File: src/rtl/mem_port_if.sv
// Request/response and RAM bundle shared by the fetch port, the LSU port and the word RAM.
// slave is the arbiter's view; master is the requesters-plus-RAM view.
interface mem_port_if #(
  parameter int MEM_AW = 12
);
  // Handshake: a request transfers on the rising edge where *_req_valid && *_req_ready;
  // request fields must hold while valid && !ready; responses are single-cycle pulses with no backpressure.
  logic              i_req_valid;
  logic              i_req_ready;
  logic [31:0]       i_req_addr;
  logic              i_rsp_valid;
  logic [31:0]       i_rsp_data;
  logic              d_req_valid;
  logic              d_req_ready;
  logic              d_req_we;
  logic [3:0]        d_req_wstrb;
  logic [31:0]       d_req_addr;
  logic [31:0]       d_req_wdata;
  logic              d_rsp_valid;
  logic [31:0]       d_rsp_data;
  logic              mem_en;
  logic [3:0]        mem_we;
  logic [MEM_AW-1:0] mem_addr;
  logic [31:0]       mem_wdata;
  logic [31:0]       mem_rdata;

  modport slave (
    input  i_req_valid, i_req_addr,
    input  d_req_valid, d_req_we, d_req_wstrb, d_req_addr, d_req_wdata,
    input  mem_rdata,
    output i_req_ready, i_rsp_valid, i_rsp_data,
    output d_req_ready, d_rsp_valid, d_rsp_data,
    output mem_en, mem_we, mem_addr, mem_wdata
  );

  modport master (
    output i_req_valid, i_req_addr,
    output d_req_valid, d_req_we, d_req_wstrb, d_req_addr, d_req_wdata,
    output mem_rdata,
    input  i_req_ready, i_rsp_valid, i_rsp_data,
    input  d_req_ready, d_rsp_valid, d_rsp_data,
    input  mem_en, mem_we, mem_addr, mem_wdata
  );
endinterface

File: src/rtl/mem_port_arbiter.sv
// Serialises fetch and load/store requests onto one single-port synchronous word RAM.
// Define MEM_ARB_RR_EN for round-robin arbitration; default is data priority with a fetch starvation guard.
module mem_port_arbiter #(
  parameter int MEM_AW     = 12,
  parameter int STARVE_MAX = 4
) (
  input  logic      clk,
  input  logic      rst_n,
  mem_port_if.slave bus,
  output logic      dbg_state
);
  typedef enum logic {IDLE = 1'b0, RD_WAIT = 1'b1} state_t;

  state_t            state_q, state_d;
  logic              owner_d_q, owner_d_d;  // 1: the read in flight belongs to the data port
  logic              grant_i, grant_d;
  logic              i_win;
  logic              i_rsp_valid_q, i_rsp_valid_d;
  logic              d_rsp_valid_q, d_rsp_valid_d;
  logic [31:0]       i_rsp_data_q, i_rsp_data_d;
  logic [31:0]       d_rsp_data_q, d_rsp_data_d;
  logic              mem_en;
  logic [3:0]        mem_we;
  logic [MEM_AW-1:0] mem_addr;
  logic [31:0]       mem_wdata;

`ifdef MEM_ARB_RR_EN
  logic last_d_q, last_d_d;
  assign i_win = last_d_q;

  always_comb begin
    last_d_d = last_d_q;
    if (grant_d)      last_d_d = 1'b1;
    else if (grant_i) last_d_d = 1'b0;
  end
`else
  localparam int            SW         = $clog2(STARVE_MAX + 1);
  localparam logic [SW-1:0] STARVE_LIM = SW'(STARVE_MAX);
  localparam logic [SW-1:0] STARVE_ONE = SW'(1);
  logic [SW-1:0] starve_q, starve_d;
  assign i_win = (starve_q == STARVE_LIM);

  // grant_d while fetch is valid can only mean fetch lost a contested cycle
  always_comb begin
    starve_d = starve_q;
    if (!bus.i_req_valid || grant_i) starve_d = '0;
    else if (grant_d)                starve_d = starve_q + STARVE_ONE;
  end
`endif

  always_comb begin
    state_d       = state_q;
    owner_d_d     = owner_d_q;
    grant_i       = 1'b0;
    grant_d       = 1'b0;
    i_rsp_valid_d = 1'b0;
    d_rsp_valid_d = 1'b0;
    i_rsp_data_d  = i_rsp_data_q;
    d_rsp_data_d  = d_rsp_data_q;
    mem_en        = 1'b0;
    mem_we        = 4'b0000;
    mem_addr      = '0;
    mem_wdata     = '0;
    case (state_q)
      IDLE: begin
        if (rst_n) begin
          if (bus.i_req_valid && bus.d_req_valid) begin
            grant_i = i_win;
            grant_d = !i_win;
          end else begin
            grant_i = bus.i_req_valid;
            grant_d = bus.d_req_valid;
          end
        end
        if (grant_d) begin
          mem_en   = 1'b1;
          mem_addr = bus.d_req_addr[MEM_AW+1:2];
          if (bus.d_req_we) begin
            mem_we        = bus.d_req_wstrb;
            mem_wdata     = bus.d_req_wdata;
            d_rsp_valid_d = 1'b1;
            d_rsp_data_d  = '0;
          end else begin
            state_d   = RD_WAIT;
            owner_d_d = 1'b1;
          end
        end else if (grant_i) begin
          mem_en    = 1'b1;
          mem_addr  = bus.i_req_addr[MEM_AW+1:2];
          state_d   = RD_WAIT;
          owner_d_d = 1'b0;
        end
      end
      RD_WAIT: begin
        state_d = IDLE;
        if (owner_d_q) begin
          d_rsp_valid_d = 1'b1;
          d_rsp_data_d  = bus.mem_rdata;
        end else begin
          i_rsp_valid_d = 1'b1;
          i_rsp_data_d  = bus.mem_rdata;
        end
      end
      default: state_d = IDLE;
    endcase
  end

  always_ff @(posedge clk or negedge rst_n) begin
    if (!rst_n) begin
      state_q       <= IDLE;
      owner_d_q     <= 1'b0;
      i_rsp_valid_q <= 1'b0;
      d_rsp_valid_q <= 1'b0;
      i_rsp_data_q  <= '0;
      d_rsp_data_q  <= '0;
`ifdef MEM_ARB_RR_EN
      last_d_q      <= 1'b1;
`else
      starve_q      <= '0;
`endif
    end else begin
      state_q       <= state_d;
      owner_d_q     <= owner_d_d;
      i_rsp_valid_q <= i_rsp_valid_d;
      d_rsp_valid_q <= d_rsp_valid_d;
      i_rsp_data_q  <= i_rsp_data_d;
      d_rsp_data_q  <= d_rsp_data_d;
`ifdef MEM_ARB_RR_EN
      last_d_q      <= last_d_d;
`else
      starve_q      <= starve_d;
`endif
    end
  end

  assign bus.i_req_ready = grant_i;
  assign bus.d_req_ready = grant_d;
  assign bus.i_rsp_valid = i_rsp_valid_q;
  assign bus.i_rsp_data  = i_rsp_data_q;
  assign bus.d_rsp_valid = d_rsp_valid_q;
  assign bus.d_rsp_data  = d_rsp_data_q;
  assign bus.mem_en      = mem_en;
  assign bus.mem_we      = mem_we;
  assign bus.mem_addr    = mem_addr;
  assign bus.mem_wdata   = mem_wdata;
  assign dbg_state       = (state_q == RD_WAIT);

  // Byte-offset and above-array address bits are deliberately dropped; the space wraps.
  logic unused_addr_bits;
  assign unused_addr_bits = ^{bus.i_req_addr[31:MEM_AW+2], bus.i_req_addr[1:0],
                              bus.d_req_addr[31:MEM_AW+2], bus.d_req_addr[1:0]};
endmodule
File: src/flat_wrapper.sv
// flat-port wrapper written by rule: the top's interface ports become plain ports
module mem_port_arbiter_flat 
#(
  parameter int MEM_AW     = 12,
  parameter int STARVE_MAX = 4
)
  (clk, rst_n, dbg_state, bus_i_req_valid, bus_i_req_addr, bus_d_req_valid, bus_d_req_we, bus_d_req_wstrb, bus_d_req_addr, bus_d_req_wdata, bus_mem_rdata, bus_i_req_ready, bus_i_rsp_valid, bus_i_rsp_data, bus_d_req_ready, bus_d_rsp_valid, bus_d_rsp_data, bus_mem_en, bus_mem_we, bus_mem_addr, bus_mem_wdata);
  mem_port_if #(.MEM_AW(MEM_AW)) bus_i ();
  input  logic clk;
  input  logic rst_n;
  output logic dbg_state;
  input wire logic [$bits(bus_i.i_req_valid)-1:0] bus_i_req_valid;
  input wire logic [$bits(bus_i.i_req_addr)-1:0] bus_i_req_addr;
  input wire logic [$bits(bus_i.d_req_valid)-1:0] bus_d_req_valid;
  input wire logic [$bits(bus_i.d_req_we)-1:0] bus_d_req_we;
  input wire logic [$bits(bus_i.d_req_wstrb)-1:0] bus_d_req_wstrb;
  input wire logic [$bits(bus_i.d_req_addr)-1:0] bus_d_req_addr;
  input wire logic [$bits(bus_i.d_req_wdata)-1:0] bus_d_req_wdata;
  input wire logic [$bits(bus_i.mem_rdata)-1:0] bus_mem_rdata;
  output wire logic [$bits(bus_i.i_req_ready)-1:0] bus_i_req_ready;
  output wire logic [$bits(bus_i.i_rsp_valid)-1:0] bus_i_rsp_valid;
  output wire logic [$bits(bus_i.i_rsp_data)-1:0] bus_i_rsp_data;
  output wire logic [$bits(bus_i.d_req_ready)-1:0] bus_d_req_ready;
  output wire logic [$bits(bus_i.d_rsp_valid)-1:0] bus_d_rsp_valid;
  output wire logic [$bits(bus_i.d_rsp_data)-1:0] bus_d_rsp_data;
  output wire logic [$bits(bus_i.mem_en)-1:0] bus_mem_en;
  output wire logic [$bits(bus_i.mem_we)-1:0] bus_mem_we;
  output wire logic [$bits(bus_i.mem_addr)-1:0] bus_mem_addr;
  output wire logic [$bits(bus_i.mem_wdata)-1:0] bus_mem_wdata;
  assign bus_i.i_req_valid = bus_i_req_valid;
  assign bus_i.i_req_addr = bus_i_req_addr;
  assign bus_i.d_req_valid = bus_d_req_valid;
  assign bus_i.d_req_we = bus_d_req_we;
  assign bus_i.d_req_wstrb = bus_d_req_wstrb;
  assign bus_i.d_req_addr = bus_d_req_addr;
  assign bus_i.d_req_wdata = bus_d_req_wdata;
  assign bus_i.mem_rdata = bus_mem_rdata;
  assign bus_i_req_ready = bus_i.i_req_ready;
  assign bus_i_rsp_valid = bus_i.i_rsp_valid;
  assign bus_i_rsp_data = bus_i.i_rsp_data;
  assign bus_d_req_ready = bus_i.d_req_ready;
  assign bus_d_rsp_valid = bus_i.d_rsp_valid;
  assign bus_d_rsp_data = bus_i.d_rsp_data;
  assign bus_mem_en = bus_i.mem_en;
  assign bus_mem_we = bus_i.mem_we;
  assign bus_mem_addr = bus_i.mem_addr;
  assign bus_mem_wdata = bus_i.mem_wdata;
  mem_port_arbiter #(.MEM_AW(MEM_AW), .STARVE_MAX(STARVE_MAX)) u_core (.clk(clk), .rst_n(rst_n), .bus(bus_i), .dbg_state(dbg_state));
endmodule
File: config.mk
export PLATFORM = sky130hd
export DESIGN_NAME = mem_port_arbiter_flat
export DESIGN_NICKNAME = d
export VERILOG_FILES = /design/src/rtl/mem_port_if.sv /design/src/rtl/mem_port_arbiter.sv /design/src/flat_wrapper.sv
export SDC_FILE = /design/constraint.sdc
export NUM_CORES = 1
export LEC_CHECK = 0
export CAP_MARGIN = 10
export CORE_MARGIN = 1.5
export CORE_UTILIZATION = 35
export DETAILED_ROUTE_END_ITERATION = 16
export PLACE_DENSITY = 0.82
export SKIP_CTS_REPAIR_TIMING = 1
export SYNTH_ARGS = -nofsm -noshare
export SYNTH_HDL_FRONTEND = slang
export SYNTH_SLANG_ARGS = --single-unit
File: constraint.sdc
create_clock -name clk -period 2 [get_ports clk]
set_input_delay 0.4 -clock clk [delete_from_list [all_inputs] [get_ports clk]]
set_output_delay 0.4 -clock clk [all_outputs]
set_load 0.005 [all_outputs]
==> results of run 1 <==
[per-layer routing]
| metal | GRT usage [%] | part of all wire, % |
|---|---|---|
| met5 | 0 | 0 |
| met4 | 4.27 | 2.2 |
| met3 | 6.95 | 6.6 |
| met2 | 40.2 | 53 |
| met1 | 23.7 | 38 |
[kinds of logic (layout without fill, tap and decap cells)]
family / after synthesis / after routing / share of synthesized area, %
compound gates: 55 / 55 / 13.2
fa+ha+maj: 2 / 2 / 0.703
buf+inv: 27 / 283 / 4.08
flops: 71 / 71 / 49.9
mux: 64 / 64 / 19.1
other cells: 0 / 2 / 0
simple gates: 87 / 87 / 13.0
[cell type report]
class,instances,share of cell area [%]
inverters,6,0.425
well taps,133,2.57
diodes,2,0.0773
flip-flops and latches,71,27.4
repair buffers,261,39.6
clock inverters,5,0.985
clock buffers,11,2.34
multi-input cells,208,26.5
[final timing paths]
kind,startpoint,endpoint,slack [ns],cells past startpoint
max in group asynchronous,rst_n,u_core.owner_d_q,1.04,2
worst min-delay path,rst_n,u_core.bus.i_rsp_data[13],0.35,2
min in group clk,u_core.bus.i_rsp_data[5],u_core.bus.i_rsp_data[5],0.51,1
worst max-delay path,u_core.starve_q[0],bus_mem_wdata[21],-0.30,9
worst max register to register,u_core.starve_q[0],u_core.bus.d_rsp_data[22],0.25,8
worst min register to register,u_core.bus.i_rsp_data[5],u_core.bus.i_rsp_data[5],0.51,1
[power breakdown]
part	internal (mW)	switching [mW]
sequential	1.80	0.229
clock	0.656	0.568
combinational	1.31	0.626
[Yosys cell counts]
cell | instances | area share, %
dfrtp_1 | 71 | 50
and2_1 | 37 | 6.5
nor2_1 | 33 | 3.5
a31o_2 | 32 | 7.9
mux2_2 | 32 | 10
mux2i_1 | 32 | 9.0
buf_2 | 11 | 1.5
o221a_2 | 7 | 2.2
clkbuf_1 | 6 | 0.63
a22o_1 | 5 | 1.2
inv_1 | 5 | 0.53
buf_6 | 4 | 1.3
nand2_1 | 4 | 0.42
nand3_1 | 4 | 0.56
o21ai_0 | 4 | 0.56
a21boi_0 | 2 | 0.42
a21oi_1 | 2 | 0.28
and3_1 | 2 | 0.35
ha_1 | 2 | 0.70
a21o_1 | 1 | 0.21
a311oi_1 | 1 | 0.25
and3b_1 | 1 | 0.25
inv_2 | 1 | 0.11
nand2b_1 | 1 | 0.18
nand3b_1 | 1 | 0.21
nor2_2 | 1 | 0.18
nor3b_1 | 1 | 0.21
nor3b_2 | 1 | 0.35
nor4bb_1 | 1 | 0.28
o22ai_1 | 1 | 0.18
[worst max-delay path: cells and delay by family (launching register included)]
family | cells | cell delay, ns
adders and majority gates | 1 | 0.17
buffers and inverters | 5 | 0.56
DFF | 1 | 0.40
and+or+nand+nor | 3 | 0.45
[state kept, by name (all words and copies together), names as in the netlist]
name / flops
u_core.bus.d_rsp_data: 32
u_core.bus.i_rsp_data: 32
u_core.starve_q: 3
u_core.bus.d_rsp_valid: 1
u_core.bus.i_rsp_valid: 1
u_core.dbg_state: 1
u_core.owner_d_q: 1
[metrics by stage]
stage / cell area [µm²] / setup WS [ns] / power (mW) / std cells
6_report: 6480 / -0.303 / 5.19 / 697
3_5_place_dp: 5990 / -0.628 / 3.96 / 661
2_1_floorplan: 3560 / 0.200 / 2.74 / 306
5_1_grt: 6480 / -0.390 / 5.47 / 697
3_3_place_gp: 5990 / -0.585 / 3.90 / 661
4_1_cts: 6200 / -0.657 / 5.20 / 677
==> impl_metrics.yaml, run 1 <==
run_status:
  status: "finished, violations left"
  violations: "setup timing"
floorplanning:
  die_area_mm2: 0.0108
  die_h_um: 104
  core_mm2: 0.00982
  dieWidth_um: 104
  rows: 36
  num_io_pins: 255
  start_util_pct: 36.3
routing:
  first_iter_violations: 99
  drt_wl_total_um: 12500
  ant_nets: 0
  wl_per_cell_um: 18.0
  vias: 3411
  avgViaCountPerCell: 4.89
  dr.pass1.iters: 6
  drc: 0
critical_path:
  required_ns: 1.60
  critPathKind: "reg2out"
  path_common_cell: "buf_6"
  end_kind: "output pin"
  critPathMaxStageDelay_ns: 0.40
  cp_cell_sequence: "inv_2, ha_4, nand3_4, and3_4, buf_12, buf_8, buf_6, and2_4, buf_6"
  path_max_fanout: 8
  slowest_stage: "dfrtp_1"
  worstPathArrival_ns: 1.90
  start_kind: "flip-flop"
timing:
  grt_setup_unrepaired: "true"
  fin_crit_ns: 2.30
  setup_viol: 49
  hold_viol: 0
  fin_ws_ns: -0.303
  max_slew_margin_pct: 40.1
  max_freq_mhz: 434
  finClkSkew_ns: 0.0119
  max_slew.worst_pin.slew_ns: 0.899
  tns_ns: -10.87
  post-route-period-util_pct: 115
  hold-worst-slack_ns: 0.352
  slew_violations: 0
synthesis:
  ys_seq_area_share_pct: 49.9
  ys_ff_latch: 71
  netlist_area_mm2: 0.00356
  netlist_instances: 306
  ys_types: 30
  yosysWarnings: 0
  syn_nets: 445
  syn_area_per_cell_um2: 11.6
layout:
  layout_commonest_cell: "clkdlybuf4s50_1"
  multiInputGateArea_mm2: 0.00172
  area_growth_pct: 82.0
  nFillCells: 758
  drive_gt1_share_pct: 32.4
  seq_area_mm2: 0.00178
  layout_common_cells: "160 x clkdlybuf4s50_1, 70 x dfrtp_1, 39 x buf_4, 33 x nor2_1"
  fin_nets: 696
  final_util_pct: 66.0
cts:
  clock_sinks: 71
  clock_latency_ns: 0.33
  h-tree-depth: 3
  tritoncts: "yes"
  root_buffer: "clkbuf_8"
  path_clk_slew_ns: 0.09
  cts_buffer_depth: 2
  cts_made_buffers: 9
min_path:
  hold_path_class: "in2async"
grt:
  antenna_found_initial: 2
  grtUsageTotal_pct: 21.5
  grt_pass1_vias: 3369
  grt-ovfl-total: 0
  grt_pass1_wl_um: 18500
  grt_max_degree: 74
placed_design:
  port_buffers: 214
  place.gp.congestion: 0.889
  dpl.hpwl_um: 8850
power:
  leakage_nw: 3.27
  powerDensity_mw_per_mm2: 801
  vdd_drop_max_uv: 712
run:
  drv_cap: 0
Power figures use the tool's default switching activity.
==> run 2: changes to the inputs <==
CORE_MARGIN = 2   (was 1.5)
==> run 2 against run 1 <==
Effect of this change:
- the flow still finishes with violations (setup timing)
- largest power group unchanged
- wire length is 6.6% higher
- critical path depth is the same
- via count is 1.6% higher
- flip-flop and latch count unchanged
- first-iteration DRC count rose by 94%
- fmax is 1.3% lower
==> impl_metrics.yaml, run 2 (same netlist as run 1, synthesis figures left out) <==
power:
  pwr-share-clk_pct: 23.9
  combPwrFrac_pct: 37.4
  p_sw_share_pct: 27.0
  total_power_mw: 5.30
  powerDensity_mw_per_mm2: 811
  p_sw_mw: 1.43
  leakage_nw: 2.93
  intPower_mw: 3.87
  seqPwrFrac_pct: 38.7
  vdd_drop_max_uv: 539
cts:
  root_buffer: "clkbuf_8"
  clock_sinks: 71
  cts_made_buffers: 9
  cts_buffer_depth: 2
  clock_latency_ns: 0.34
  path_clk_slew_ns: 0.08
  tritoncts: "yes"
  h-tree-depth: 3
layout:
  layout_common_cells: "160 x clkdlybuf4s50_1, 70 x dfrtp_1, 36 x buf_4, 34 x buf_6, 33 x nor2_1"
  fin_nets: 701
  area_growth_pct: 83.5
  fin_cells: 701
  layout_commonest_cell: "clkdlybuf4s50_1"
  final_util_pct: 66.5
  drive_gt1_share_pct: 39.2
  nFillCells: 757
routing:
  vias: 3464
  wl_per_cell_um: 19.0
  ant_nets: 0
  drc: 0
  first_iter_violations: 192
  avgViaCountPerCell: 4.94
  drt_wl_total_um: 13300
  dr.pass1.iters: 6
timing:
  setup_viol: 48
  fin_ws_ns: -0.334
  max_slew_margin_pct: 40.5
  hold_viol: 0
  max_freq_mhz: 428
  grt_setup_unrepaired: "true"
  finClkSkew_ns: 0.00557
  post-route-period-util_pct: 117
  fin_crit_ns: 2.33
  slew_violations: 0
  tns_ns: -10.98
  max_slew.worst_pin.slew_ns: 0.893
floorplanning:
  die_h_um: 105
  rows: 36
  core_mm2: 0.00982
  dieWidth_um: 105
  num_io_pins: 255
  die_area_mm2: 0.0110
  start_util_pct: 36.3
critical_path:
  rr_endpoint: "u_core.owner_d_q"
  slowest_stage: "dfrtp_1"
  path_common_cell: "buf_6"
  critPathKind: "reg2out"
  rr_worst_depth: 7
  critPathMaxStageDelay_ns: 0.40
  setup.worst_path.end: "bus_mem_we[0]"
  critPathLaunch: "u_core.starve_q[0]"
  required_ns: 1.60
  rrSetupSlack_ns: 0.28
  cp_cell_sequence: "inv_2, ha_4, nand3_4, and3_4, buf_12, buf_6, buf_6, and2_4, buf_6"
  start_kind: "flip-flop"
  worstPathArrival_ns: 1.93
  end_kind: "output pin"
  reg2reg_from: "u_core.starve_q[0]"
  path_max_fanout: 6
grt:
  grtUsageTotal_pct: 22.1
  grt_max_degree: 72
  grt-ovfl-total: 0
  antenna_found_initial: 2
  grt_pass1_wl_um: 18700
  grt_pass1_vias: 3343
placed_design:
  dpl.hpwl_um: 9490
  pre_cts_ws_ns: -0.648
  port_buffers: 214
  dp.cells: 658
  place.gp.congestion: 0.852
run_status:
  violations: "setup timing"
  status: "finished, violations left"
run:
  drv_cap: 0
min_path:
  hold_path_class: "in2async"
[run 2: cell count changes in the layout (fill, tap and decap cells not counted), sizes merged, moves of 2 or more]
| cell | before | now |
|---|---|---|
| clkinvlp | 1 | 3 |
| buf | 58 | 75 |
| inv | 8 | 6 |
| dlymetal6s2s | 29 | 3 |
| clkbuf | 25 | 37 |
[run 2: stage by stage]
stage          instance area, µm²  hold slack [ns]
5_1_grt                      6530            0.422
3_5_place_dp                 5980            0.331
6_report                     6530            0.351
3_3_place_gp                 5980            0.326
4_1_cts                      6200          -0.0531
2_1_floorplan                3560            0.104
[run 2: worst max-delay path: cells and delay by family (launching register included)]
kind,cells,cell delay (ns)
flip-flops,1,0.40
buffers and inverters,5,0.54
adder cells (fa/ha/maj),1,0.16
AND/OR/NAND/NOR,3,0.50
[run 2: worst min-delay path by stage]
stage          startpoint                        end  slack [ns]  depth (start not counted)
6_report            rst_n   u_core.bus.d_rsp_data[3]        0.35                          2
5_1_grt             rst_n  u_core.bus.d_rsp_data[24]        0.42                          2
4_1_cts             rst_n         u_core.starve_q[2]       -0.05                          2
3_5_place_dp        rst_n         u_core.starve_q[2]        0.33                          2
3_3_place_gp        rst_n         u_core.starve_q[2]        0.33                          2
2_1_floorplan       rst_n   u_core.bus.d_rsp_data[0]        0.10                          0
[run 2: final cells by class]
cell class              instances  area [µm²]  share of cell area, %
repair buffers                266        2530                   38.7
multi-input cells             208        1810                   27.7
flip-flops and latches         71        1780                   27.2
well taps                     133         166                   2.55
clock buffers                  10         138                   2.11
clock inverters                 5        82.6                   1.26
inverters                       6        25.0                  0.383
diodes                          2        5.00                 0.0766
[run 2: routing by layer]
layer	GRT usage [%]	routed length, µm	part of all wire (%)	vias up
met5	0	0	0	-
met4	8.76	282	2.1	0
met3	7.30	982	7.4	16
met2	39.9	7150	54	139
met1	23.6	4920	37	1698
li1	-	-	-	1611
[run 2: power by group through the flow]
stage | combinational (mW) | clock [mW] | sequential, mW
after global placement | 1.87 | 0 | 2.05
after CTS | 1.92 | 1.31 | 2.05
final | 1.98 | 1.27 | 2.05
after global routing | 2.11 | 1.37 | 2.09
after floorplan | 0.677 | 0 | 2.06
after detailed placement | 1.91 | 0 | 2.07
